### src/rtl/pipeline_pkg.sv
// rtl/pipeline_pkg.sv - opcode, forwarding and FSM definitions shared by the pipeline controller
package pipeline_pkg;

    localparam logic [5:0] OP_RTYPE = 6'b000000;
    localparam logic [5:0] OP_ADDI  = 6'b001000;
    localparam logic [5:0] OP_LW    = 6'b100011;
    localparam logic [5:0] OP_SW    = 6'b101011;
    localparam logic [5:0] OP_BEQ   = 6'b000100;
    localparam logic [5:0] OP_J     = 6'b000010;
    localparam logic [5:0] OP_HALT  = 6'b111111;

    localparam logic [5:0] FN_ADD   = 6'b100000;
    localparam logic [5:0] FN_SUB   = 6'b100010;

    localparam logic [1:0] FWD_RF    = 2'b00;
    localparam logic [1:0] FWD_EXMEM = 2'b01;
    localparam logic [1:0] FWD_MEMWB = 2'b10;

    typedef enum logic [2:0] {
        ST_IDLE   = 3'd0,
        ST_FILL   = 3'd1,
        ST_RUN    = 3'd2,
        ST_DRAIN  = 3'd3,
        ST_HALTED = 3'd4
    } state_t;

    typedef struct packed {
        logic       valid;
        logic [4:0] dest;
        logic       is_load;
    } shadow_t;

    // Newer producer (EX) wins over MEM; loads in EX never forward, they stall instead.
    function automatic logic [1:0] fwd_sel(input logic used, input logic [4:0] src,
                                           input shadow_t ex, input shadow_t mem);
        if (used && (src != 5'd0) && ex.valid && !ex.is_load && (ex.dest == src))
            return FWD_EXMEM;
        if (used && (src != 5'd0) && mem.valid && (mem.dest == src))
            return FWD_MEMWB;
        return FWD_RF;
    endfunction

endpackage

### src/rtl/instr_regdecode.sv
// rtl/instr_regdecode.sv - combinational register-usage decode of one instruction
module instr_regdecode
    import pipeline_pkg::*;
(
    input  logic [31:0] i_instr,
    output logic [4:0]  o_src1,
    output logic        o_src1_used,
    output logic [4:0]  o_src2,
    output logic        o_src2_used,
    output logic [4:0]  o_dest,
    output logic        o_writes,
    output logic        o_is_load,
    output logic        o_is_halt
);

    logic [5:0] w_op;
    logic [5:0] w_funct;
    logic       w_unused_shamt;

    assign w_op           = i_instr[31:26];
    assign w_funct        = i_instr[5:0];
    assign w_unused_shamt = ^i_instr[10:6];

    always_comb begin
        o_src1      = i_instr[25:21];
        o_src2      = i_instr[20:16];
        o_src1_used = 1'b0;
        o_src2_used = 1'b0;
        o_dest      = 5'd0;
        o_writes    = 1'b0;
        o_is_load   = 1'b0;
        o_is_halt   = 1'b0;
        case (w_op)
            OP_RTYPE: begin
                // Only add and sub are real R-type ops; other functs behave as NOP.
                if ((w_funct == FN_ADD) || (w_funct == FN_SUB)) begin
                    o_src1_used = 1'b1;
                    o_src2_used = 1'b1;
                    o_dest      = i_instr[15:11];
                    o_writes    = 1'b1;
                end
            end
            OP_ADDI: begin
                o_src1_used = 1'b1;
                o_dest      = i_instr[20:16];
                o_writes    = 1'b1;
            end
            OP_LW: begin
                o_src1_used = 1'b1;
                o_dest      = i_instr[20:16];
                o_writes    = 1'b1;
                o_is_load   = 1'b1;
            end
            OP_SW, OP_BEQ: begin
                o_src1_used = 1'b1;
                o_src2_used = 1'b1;
            end
            OP_J: begin
                o_writes = 1'b0;
            end
            OP_HALT: begin
                o_is_halt = 1'b1;
            end
            default: begin
                o_writes = 1'b0;
            end
        endcase
    end

endmodule

### src/rtl/pipeline_ctrl.sv
// rtl/pipeline_ctrl.sv - hazard, forwarding and start/halt sequencing for the five-stage pipeline
module pipeline_ctrl
    import pipeline_pkg::*;
#(
    parameter int CNT_W = 16
) (
    input  logic             clk,
    input  logic             rst,
    input  logic             start,
    input  logic [31:0]      id_instr,
    input  logic             ex_redirect,
    output logic             pc_en,
    output logic             pc_sel,
    output logic             ifid_en,
    output logic             ifid_flush,
    output logic             idex_bubble,
    output logic [1:0]       fwd_a,
    output logic [1:0]       fwd_b,
    output logic             running,
    output logic             done,
    output logic [CNT_W-1:0] stall_cnt,
    output logic [CNT_W-1:0] flush_cnt
);

    localparam logic [CNT_W-1:0] CNT_ONE = {{(CNT_W-1){1'b0}}, 1'b1};
    localparam logic [CNT_W-1:0] CNT_MAX = {CNT_W{1'b1}};

    state_t           r_state;
    logic [1:0]       r_drain_cnt;
    shadow_t          r_ex;
    shadow_t          r_mem;
    shadow_t          r_wb;
    logic [1:0]       r_fwd_a;
    logic [1:0]       r_fwd_b;
    logic [CNT_W-1:0] r_stall_cnt;
    logic [CNT_W-1:0] r_flush_cnt;

    logic [4:0] w_src1;
    logic       w_src1_used;
    logic [4:0] w_src2;
    logic       w_src2_used;
    logic [4:0] w_dest;
    logic       w_writes;
    logic       w_is_load;
    logic       w_is_halt;
    logic       w_ex_load_live;
    logic       w_load_use;
    logic       w_redirect;
    logic       w_stall_evt;
    logic       w_go_drain;
    logic       w_unused_wb;

    instr_regdecode u_decode (
        .i_instr     (id_instr),
        .o_src1      (w_src1),
        .o_src1_used (w_src1_used),
        .o_src2      (w_src2),
        .o_src2_used (w_src2_used),
        .o_dest      (w_dest),
        .o_writes    (w_writes),
        .o_is_load   (w_is_load),
        .o_is_halt   (w_is_halt)
    );

    // The WB slot only completes the retirement picture; the register bank is write-through.
    assign w_unused_wb = ^r_wb;

    assign w_ex_load_live = r_ex.valid && r_ex.is_load && (r_ex.dest != 5'd0);
    assign w_load_use     = w_ex_load_live &&
                            ((w_src1_used && (w_src1 == r_ex.dest)) ||
                             (w_src2_used && (w_src2 == r_ex.dest)));
    assign w_redirect     = (r_state == ST_RUN) && ex_redirect;

    always_comb begin
        pc_en       = 1'b0;
        pc_sel      = 1'b0;
        ifid_en     = 1'b0;
        ifid_flush  = 1'b1;
        idex_bubble = 1'b1;
        w_stall_evt = 1'b0;
        w_go_drain  = 1'b0;
        case (r_state)
            ST_FILL: begin
                pc_en = 1'b1;
            end
            ST_RUN: begin
                if (w_redirect) begin
                    pc_en   = 1'b1;
                    pc_sel  = 1'b1;
                    ifid_en = 1'b1;
                end else if (w_load_use) begin
                    ifid_flush  = 1'b0;
                    w_stall_evt = 1'b1;
                end else if (w_is_halt) begin
                    // Freeze fetch and bubble the HALT; the older instructions drain.
                    ifid_flush = 1'b0;
                    w_go_drain = 1'b1;
                end else begin
                    pc_en       = 1'b1;
                    ifid_en     = 1'b1;
                    ifid_flush  = 1'b0;
                    idex_bubble = 1'b0;
                end
            end
            default: begin
                pc_en = 1'b0;
            end
        endcase
    end

    always_ff @(posedge clk or negedge rst) begin
        if (!rst) begin
            r_state     <= ST_IDLE;
            r_drain_cnt <= 2'd0;
        end else begin
            case (r_state)
                ST_IDLE: begin
                    if (start)
                        r_state <= ST_FILL;
                end
                ST_FILL: begin
                    r_state <= ST_RUN;
                end
                ST_RUN: begin
                    if (w_go_drain) begin
                        r_state     <= ST_DRAIN;
                        r_drain_cnt <= 2'd0;
                    end
                end
                ST_DRAIN: begin
                    if (r_drain_cnt == 2'd2)
                        r_state <= ST_HALTED;
                    else
                        r_drain_cnt <= r_drain_cnt + 2'd1;
                end
                default: begin
                    r_state <= ST_HALTED;
                end
            endcase
        end
    end

    always_ff @(posedge clk or negedge rst) begin
        if (!rst) begin
            r_ex    <= '0;
            r_mem   <= '0;
            r_wb    <= '0;
            r_fwd_a <= FWD_RF;
            r_fwd_b <= FWD_RF;
        end else begin
            r_mem <= r_ex;
            r_wb  <= r_mem;
            if (idex_bubble) begin
                r_ex    <= '0;
                r_fwd_a <= FWD_RF;
                r_fwd_b <= FWD_RF;
            end else begin
                r_ex    <= '{valid: w_writes, dest: w_dest, is_load: w_is_load};
                r_fwd_a <= fwd_sel(w_src1_used, w_src1, r_ex, r_mem);
                r_fwd_b <= fwd_sel(w_src2_used, w_src2, r_ex, r_mem);
            end
        end
    end

    always_ff @(posedge clk or negedge rst) begin
        if (!rst) begin
            r_stall_cnt <= '0;
            r_flush_cnt <= '0;
        end else begin
            if (w_stall_evt && (r_stall_cnt != CNT_MAX))
                r_stall_cnt <= r_stall_cnt + CNT_ONE;
            if (w_redirect && (r_flush_cnt != CNT_MAX))
                r_flush_cnt <= r_flush_cnt + CNT_ONE;
        end
    end

    assign fwd_a     = r_fwd_a;
    assign fwd_b     = r_fwd_b;
    assign stall_cnt = r_stall_cnt;
    assign flush_cnt = r_flush_cnt;
    assign running   = (r_state == ST_RUN);
    assign done      = (r_state == ST_HALTED);

endmodule

### config.mk
export PLATFORM = sky130hd
export DESIGN_NAME = pipeline_ctrl
export DESIGN_NICKNAME = d
export VERILOG_FILES = /design/src/rtl/pipeline_pkg.sv /design/src/rtl/instr_regdecode.sv /design/src/rtl/pipeline_ctrl.sv
export SDC_FILE = /design/constraint.sdc
export NUM_CORES = 1
export LEC_CHECK = 0
export ABC_AREA = 1
export CORE_ASPECT_RATIO = 1.25
export CORE_MARGIN = 1.5
export CORE_UTILIZATION = 30
export CTS_CLUSTER_DIAMETER = 150
export DETAILED_ROUTE_END_ITERATION = 12
export SYNTH_ARGS = -nofsm -noshare
export SYNTH_HDL_FRONTEND = slang
export SYNTH_SLANG_ARGS = --single-unit
### constraint.sdc
create_clock -name clk -period 2.25 [get_ports clk]
set_clock_uncertainty 0.15 [all_clocks]
set_input_delay 0.45 -clock clk [delete_from_list [all_inputs] [get_ports clk]]
set_output_delay 0.45 -clock clk [all_outputs]
set_load 0.05 [all_outputs]
# Word level (Yosys, flattened, before mapping)
# Cells that the tools add are included.
# Widths: inputs -> output; s select.
# word_totals
regBits	54
latch_bits	0
ram_bits	0
rom_bits	0
wordCells	126
n_memories	0
# op_classes
addsub	3
mul	0
div	0
magnitude_cmp	0
eq_ne	24
n_shift	0
muxes	54
bitwise_logic	0
n_reduce_logical	34
# op_table
op	count
$add 16x1->16 const B	2
$ne 16x16->1 const B	2
$eq 5x5->1	6
$eq 6x6->1 const B	5
$mux 1	30
$mux 2	12
$logic_and 1x1->1	20
$reduce_bool 5->1	3
$pmux 3 s4	1
$pmux 5 s2	1
$mux 3	3
$pmux 1 s2	4
$mux 7	1
$eq 3x2->1 const B	2
$eq 6x3->1 const B	1
$eq 6x4->1 const B	1
$logic_not 6->1	1
$ne 2x2->1 const B	3
$reduce_and 3->1	2
$mux 5	1
$pmux 2 s2	1
$reduce_or 2->1	2
$reduce_or 4->1	1
$eq 3x1->1 const B	1
other kinds (8)	9

# Depth between registers and ports, before layout
# Gate-level depths: netlist of run 1.
# logic_depth
ltp_word	16
ltp_mapped	13
depth_no_buf	13

# Modules after synthesis
# Synthesis of run 1 repeated with hierarchy kept, for this count alone.
# unflattened
cells_unflattened	430
hier_area_um2	3260.6
# by_module_without_submodules
module	n_inst	cells_per_inst	area_per_inst_um2	seq_area_each_um2
pipeline_ctrl	1	366	2950.3	1351.3
instr_regdecode	1	64	310.3	0.0

# Least setup slack after synthesis of run 1
# Ideal clock, no wire load.
# synth_path
kind	in2out
start	input port id_instr[0]
end	output port pc_en
t_arrival_ns	1.750
required_ns	1.650
slack_ns	-0.100
cell_stages	9
cell_sequence	or2_1 nor2_4 nand2_2 nand3_2 nand2_2 nand2_4 nand2_2 nand3_1 nand3_1
# synth_via
elab_chain_len	10
word_cells_on_any_way	13
cone_classes	2 x eq/ne; 6 x mux; 5 x reduce/logical
# synth_lines
element	line	source
from (decl)	pipeline_ctrl.sv:10	input logic [31:0] id_instr,
$eq 6x6->1	instr_regdecode.sv:36	if ((w_funct == FN_ADD) || (w_funct == FN_SUB)) begin
$logic_or 1x1->1 *	instr_regdecode.sv:36	
$mux 1 *	instr_regdecode.sv:36	
$pmux 1 s2	instr_regdecode.sv:33	case (w_op)
$logic_and 1x1->1, on equally long branches	pipeline_ctrl.sv:70, pipeline_ctrl.sv:71	
$logic_or 1x1->1 *	pipeline_ctrl.sv:70	((w_src1_used && (w_src1 == r_ex.dest)) ||
$logic_and 1x1->1 *	pipeline_ctrl.sv:69	assign w_load_use = w_ex_load_live &&
$mux 1 *	pipeline_ctrl.sv:91	end else if (w_load_use) begin
$mux 1 *	pipeline_ctrl.sv:87	if (w_redirect) begin
$pmux 1 s2 *	pipeline_ctrl.sv:82	case (r_state)
to (decl)	pipeline_ctrl.sv:12	output logic pc_en,
# Mark *: on every way between the ends. The rest lies on a longest branch, timed or not.

# Final worst setup path of run 1
# layout_path
start	register r_ex[2] (netlist name)
end	output port pc_en
# layout_via
elab_chain_len	7
word_cells_on_any_way	11
cone_classes	2 x eq/ne; 3 x mux; 6 x reduce/logical
# layout_lines
element	line	source
from (decl)	pipeline_ctrl.sv:30	shadow_t r_ex;
from (signal assigned)	pipeline_ctrl.sv:158	r_ex <= '{valid: w_writes, dest: w_dest, is_load: w_is_load};
$eq 5x5->1, on equally long branches	pipeline_ctrl.sv:70, pipeline_ctrl.sv:71	
$logic_and 1x1->1, on equally long branches	pipeline_ctrl.sv:70, pipeline_ctrl.sv:71	
$logic_or 1x1->1	pipeline_ctrl.sv:70	
$logic_and 1x1->1 *	pipeline_ctrl.sv:69	
$mux 1 *	pipeline_ctrl.sv:91	
$mux 1 *	pipeline_ctrl.sv:87	
$pmux 1 s2 *	pipeline_ctrl.sv:82	
# Marks and branches as above.

==> results by group, run 1 <==
Run status
  – Status: finished, violations left
  – Failing checks: negative hold slack, negative setup slack

Setup path
  – CP max stage delay: approximately 470 ps
  – Cell breakdown of the critical path: xnor2_2 -> nand3_2 -> nor2_4 -> nand2_2 -> nand2_4 -> nand2_4 -> nand3_4 -> nand3_4 -> buf_12
  – CP Data Arrival Time: 1750 ps
  – Crit path max-delay cell type: dfrtp_2
  – Type of the worst setup path: register to output pin
  – Crit. End Element: output pin
  – R2R cell count: 9
  – Internal reg-to-reg setup slack: 190 ps
  – Crit path depth: 9
  – Top cell family by delay on the critical path: simple AND/OR/NAND/NOR gates
  – Worst Path Required: 1650 ps
  – Critical Path Start Type: register
  – Worst-path fanout max: 4
  – Worst Path Buf+Inv: 1

STA
  – Final hold vios: 8
  – Minimum clock period: 2349 ps
  – Worst setup margin: -98.51 ps
  – Worst slew margin: 65.63%
  – Period utilisation layout: 104.4%
  – RSZ-0062 raised after global routing: yes
  – Hold Slack: -9.142 ps
  – Final setup viols: 4
  – Worst slew pin tran: 513.9 ps
  – Fmax: 425.8 MHz
  – Final Slew Violations: 0

Run
  – Max Cap Violations: 0

Global route
  – All-Layer GR Usage: 14.81%
  – Grt total ovfl: 0
  – Initial antenna violation count: 0
  – Vias in the first global route: 3,098
  – Largest net degree at the start of global routing: 55
  – First-pass GRT wire length: 14,220 um

Synthesis
  – Commonest cells in the netlist: nand2_1, inv_1, dfrtp_1
  – Post-synth top area cell: dfrtp_1
  – Top cell type's share of synthesized area: 40.96%
  – Synth Warn #: 0
  – Cells after synthesis: 403
  – Post-synth cell types: 37
  – Top_reg_cell synth: dfrtp_1
  – Post-synthesis async set-or-reset flop share: 100.0%
  – Yosys reg bits: 54
  – Synthesized area: about 0.0033 sq mm
  – Avg Inst Size Synth: between 8 and 9 sq um
  – Sequential area share after synthesis: 40.96%
  – Synthesized Nets: about 440
  – Count leader, synth: nand2_1
  – Synth area leaders: dfrtp_1, nand2_1, nand3_1
  – EDFF count, synth: 0

Detailed routing
  – Routed Antenna Nets: 0
  – DRC violations left: 0
  – Vias: roughly 3,100
  – Routed wire length: 8527 um
  – 1st-iter DRT viols: 93
  – TritonRoute pass-1 iters: 4
  – DR WL/cell: 12.92 um
  – Via density per instance: about 4.8

Placed design
  – Port Buffers: 72
  – Pre-CTS WS: -448.6 ps
  – Total placed cells including tap cells: 637
  – Hpwl dp: 6573 um
  – Gpl congestion: 0.8738

Power
  – Largest vdd supply drop: between 0.3 and 0.4 mV
  – Pwr dens: between 400 and 500 mW/mm^2
  – Static leakage: 2.347 nW

Die
  – Total die area: 0.01164 sq mm
  – Starting Density: 30.93%
  – Core area: 0.01067 sq mm
  – IO Pins: a little under 80
  – FP Rows: 42
  – Die Y-Extent: ~120 um
  – Die W: approximately 97 um

Cells and area
  – Ant diodes: 0
  – Post-layout nets: 566
  – Synthesis-to-layout area growth: 46.61%
  – Layout Cells excl Fill: 660
  – Fin util: around 45%
  – Share of cells above drive strength 1: 25.00%

CTS
  – CTS tree: done
  – CTS Buf Count: 5
  – Clk Latency, worst-skew pair: around 290 ps
  – H-Tree Depth: 2
  – CTS Sinks: 54
  – CTS max path bufs: 2
  – Post-cts hold buffer count: 0
  – Clock-pin slew on the worst setup and hold paths: 70 ps
  – Root buf cell: clkbuf_16

Min path
  – Hold crit path type: input port to asynchronous set/reset pin
==> kinds of logic after synthesis <==
group	count (synthesis)	share of synthesized area (%)
AOI/OAI and AO/OA	37	7.660
adders and majority gates	3	1.138
xor gates and xnor gates	31	8.229
DFF	54	40.96
and+or+nand+nor	218	34.89
buffers and inverters	60	7.129
==> report_power, final <==
| part | internal (W) | switching, W | leakage, nW |
|---|---|---|---|
| sequential | 0.000970 | 0 | 0.664 |
| combinational | 0.0000787 | 0.0000791 | 1.61 |
| clock | 0.000526 | 0.000358 | 0.0771 |
| total | 0.00157 | 0.000437 | 2.35 |
==> area by class of cell <==
cell class	instances	area, sq um
inverter	59	224.0
multi-input combinational	289	1834
fill	1047	5831
clock buffer	6	128.9
clock inverter	2	37.54
timing repair buffer	118	1095
sequential	54	1353
tap	132	165.2
==> state kept, by name (all words and copies together) (netlist names) <==
name / flops
r_mem: 6
stall_cnt: 16
fwd_a: 2
r_drain_cnt: 2
flush_cnt: 16
fwd_b: 2
r_ex: 7
r_state: 3
==> worst reg2reg max path: stages (launching register included) <==
cell and delay [ps]:
dfrtp_1 400, ha_1 210, nand3_1 180, nor3_4 290, inv_1 80, nor2_1 190
nand3_1 120, nand4_1 220, o21bai_1 90, nand2_1 70
==> what timing repair did <==
item                       4_1_cts  5_1_grt
resized for setup               51       11
setup endpoints to repair        3        9
pin swaps                       22       14
cloned                           0        0
hold endpoints to repair         0        0
setup buffers                   10        5
==> path summary, 6_finish.rpt <==
path | end | startpoint
setup / recovery | pc_en | r_ex[2]
hold / removal | stall_cnt[8] | rst
setup reg to reg | stall_cnt[5] | stall_cnt[1]
hold reg to reg | r_mem[6] | r_ex[6]
max in group asynchronous | r_ex[2] | rst
min in group clk | r_mem[6] | r_ex[6]
==> metal layers <==
metal | share of wire [%] | GRT usage (%) | vias up
met5 | 0 | 0 | -
met4 | 0.97 | 4.348 | 0
met3 | 3.5 | 2.717 | 6
met2 | 54 | 27.80 | 65
met1 | 42 | 17.03 | 1507
li1 | - | - | 1563
==> stage by stage <==
stage               total power [W]  cell area (sq um)  setup TNS, ps
global route               0.002084               4837         -734.6
detailed placement         0.001142               4457          -6639
CTS                        0.002032               4753         -249.8
finish                     0.002012               4837         -277.7
global placement           0.001140               4457          -5754
floorplan                  0.001027               3304         -18.34
==> cell usage in the layout (no fill, tap or decap), types with 3 or more instances in the layout <==
cell type        instances
nand2_1                 72
inv_1                   54
dfrtp_1                 53
buf_4                   50
nand3_1                 40
clkdlybuf4s50_1         40
nor2_1                  32
xor2_1                  17
dlygate4sd2_1           14
o21bai_1                13
nor2_4                  12
xnor2_1                 12
nand4_1                 11
nand2_2                  9
nor2_2                   8
o21ai_0                  7
nor3_1                   7
nand3_2                  6
buf_12                   6
clkbuf_16                5
clkdlybuf4s15_2          5
inv_2                    4
nand2_4                  4
nand3_4                  4
a21oi_2                  4
nor4_1                   4
a21oi_1                  3
ha_1                     3
Power figures use the tool's default switching activity.
==> run 2, diff against run 1 <==
--- a/config.mk
+++ b/config.mk
@@ -11,6 +11,8 @@
 export CORE_UTILIZATION = 30
 export CTS_CLUSTER_DIAMETER = 150
 export DETAILED_ROUTE_END_ITERATION = 12
+export GPL_ROUTABILITY_DRIVEN = 0
+export SKIP_CTS_REPAIR_TIMING = 1
 export SYNTH_ARGS = -nofsm -noshare
 export SYNTH_HDL_FRONTEND = slang
 export SYNTH_SLANG_ARGS = --single-unit
==> results by group, run 2 (synthesis gave the netlist of run 1 again) <==
Run status
  – Status: finished, violations left
  – Failing checks: negative hold slack, negative setup slack

Cells and area
  – Commonest non-fill, non-tap cell in the layout: nand2_1
  – Synthesis-to-layout area growth: 44.67%
  – Fin area: 0.004773 sq mm
  – Most frequent cells in the layout: nand2_1, inv_1, dfrtp_1
  – Share of cells above drive strength 1: 21.12%
  – Ant diodes: 0
  – Post-layout nets: 554
  – Fin util: between 40% and 50%

Power
  – Comb pwr share: 7.6%
  – Seq pwr share: 48.3%
  – Largest vdd supply drop: 0.3060 mV
  – Switch share: 21.65%
  – Sw Pwr: 0.0004351 W
  – Pwr dens: approximately 420 mW/mm^2
  – Int Pwr: 0.001574 W
  – Static leakage: approximately 2.4 nW
  – Clk network pwr share: about 44%

Setup path
  – Worst-path fanout max: 4
  – Crit path max-delay cell type: dfrtp_1
  – Crit path from: r_ex[5]
  – Critical Path Start Type: register
  – Worst Path Required: 1650 ps
  – Critical register-to-register path startpoint: stall_cnt[1]
  – CP max stage delay: 440 ps
  – Type of the worst setup path: register to output pin
  – Cell breakdown of the critical path: xnor2_1 -> nand3_1 -> nor2_2 -> nand2_2 -> nand2_4 -> nand2_4 -> nand3_4 -> nand3_4 -> buf_12
  – Crit. End Element: output pin
  – CP Data Arrival Time: 1750 ps
  – R2R cell count: 9

STA
  – RSZ-0062 raised after global routing: yes
  – Worst setup margin: -104.7 ps
  – Final Slew Violations: 0
  – Worst slew margin: 65.72%
  – Hold Slack: -5.561 ps
  – Worst slew pin tran: 512.6 ps
  – Final hold vios: 6
  – Final setup viols: 3
  – Minimum clock period: 2355 ps
  – Fmax: 424.7 MHz
  – Period utilisation layout: 104.7%

Detailed routing
  – Via density per instance: 4.765
  – Routed Antenna Nets: 0
  – Routed wire length: 8420 um
  – DR WL/cell: roughly 13 um
  – DRC violations left: 0
  – Vias: roughly 3,100
  – TritonRoute pass-1 iters: 4
  – 1st-iter DRT viols: 94

Die
  – Core area: 0.01067 sq mm
  – IO Pins: 79
  – Starting Density: between 30% and 40%
  – Die W: 96.80 um
  – Total die area: approximately 0.012 sq mm
  – Die Y-Extent: 120.3 um
  – FP Rows: 42

Run
  – Max Cap Violations: 0

Global route
  – First-pass GRT wire length: 13,920 um
  – Initial antenna violation count: 0
  – All-Layer GR Usage: 14.52%
  – Vias in the first global route: about 3,000
  – Largest net degree at the start of global routing: 55
  – Grt total ovfl: 0

CTS
  – Clock-pin slew on the worst setup and hold paths: 70 ps
  – CTS max path bufs: 2
  – H-Tree Depth: 2
  – Root buf cell: clkbuf_16
  – CTS Sinks: 54
  – CTS Buf Count: 5
  – Clk Latency, worst-skew pair: 290 ps
  – CTS tree: done

Placed design
  – Placed Area: between 0.004 and 0.005 sq mm
  – Hpwl dp: 6573 um
  – Port Buffers: 72

Min path
  – Hold crit path type: input port to asynchronous set/reset pin
## run 2: layout make-up
cell class / instances / area, sq um
well taps: 132 / 165.2
repair buffers: 106 / 1074
clock inverters: 2 / 37.54
multi-input cells: 289 / 1792
fillers: 1051 / 5894
flip-flops and latches: 54 / 1353
clock buffers: 6 / 128.9
inverters: 59 / 224.0
## run 2: worst paths after layout
check / slack (ps) / endpoint
min in group clk: 260 / r_mem[6]
worst min register to register: 260 / r_mem[6]
worst min-delay path: -6 / stall_cnt[8]
worst max register to register: 190 / stall_cnt[8]
worst max-delay path: -100 / pc_en
max in group asynchronous: 1690 / r_ex[2]
## run 2: critical path: cells and delay by family (launching register included)
kind                   cells  cell delay, ps
XOR/XNOR                   1             180
buffers and inverters      1             150
flip-flops                 1             440
AND/OR/NAND/NOR            7             690
## run 2: routing by layer
layer / share of wire, % / vias to the layer above / GRT usage, %
met1: 42 / 1476 / 17.00
li1: - / 1534 / -
met4: 0.99 / 0 / 4.348
met3: 3.7 / 6 / 2.717
met2: 54 / 72 / 26.79
met5: 0 / - / 0
## run 2: power groups by stage
| stage | combinational [W] | sequential (W) | clock (W) |
|---|---|---|---|
| after global routing | 0.000170 | 0.000969 | 0.000944 |
| final | 0.000154 | 0.000970 | 0.000886 |
| after detailed placement | 0.000153 | 0.000989 | 0 |
| after global placement | 0.000151 | 0.000989 | 0 |
| after CTS | 0.000154 | 0.000970 | 0.000906 |
| after floorplan | 0.0000380 | 0.000989 | 0 |
## run 2: metrics by stage
stage	setup slack (ps)	cells	TNS (ps)	power, W
3_5_place_dp	-448.6	637	-6639	0.001142
6_report	-104.7	648	-266.9	0.002009
4_1_cts	-442.9	645	-1229	0.002029
2_1_floorplan	-18.34	403	-18.34	0.001027
5_1_grt	-250.0	648	-744.6	0.002083
3_3_place_gp	-442.4	637	-5754	0.001140
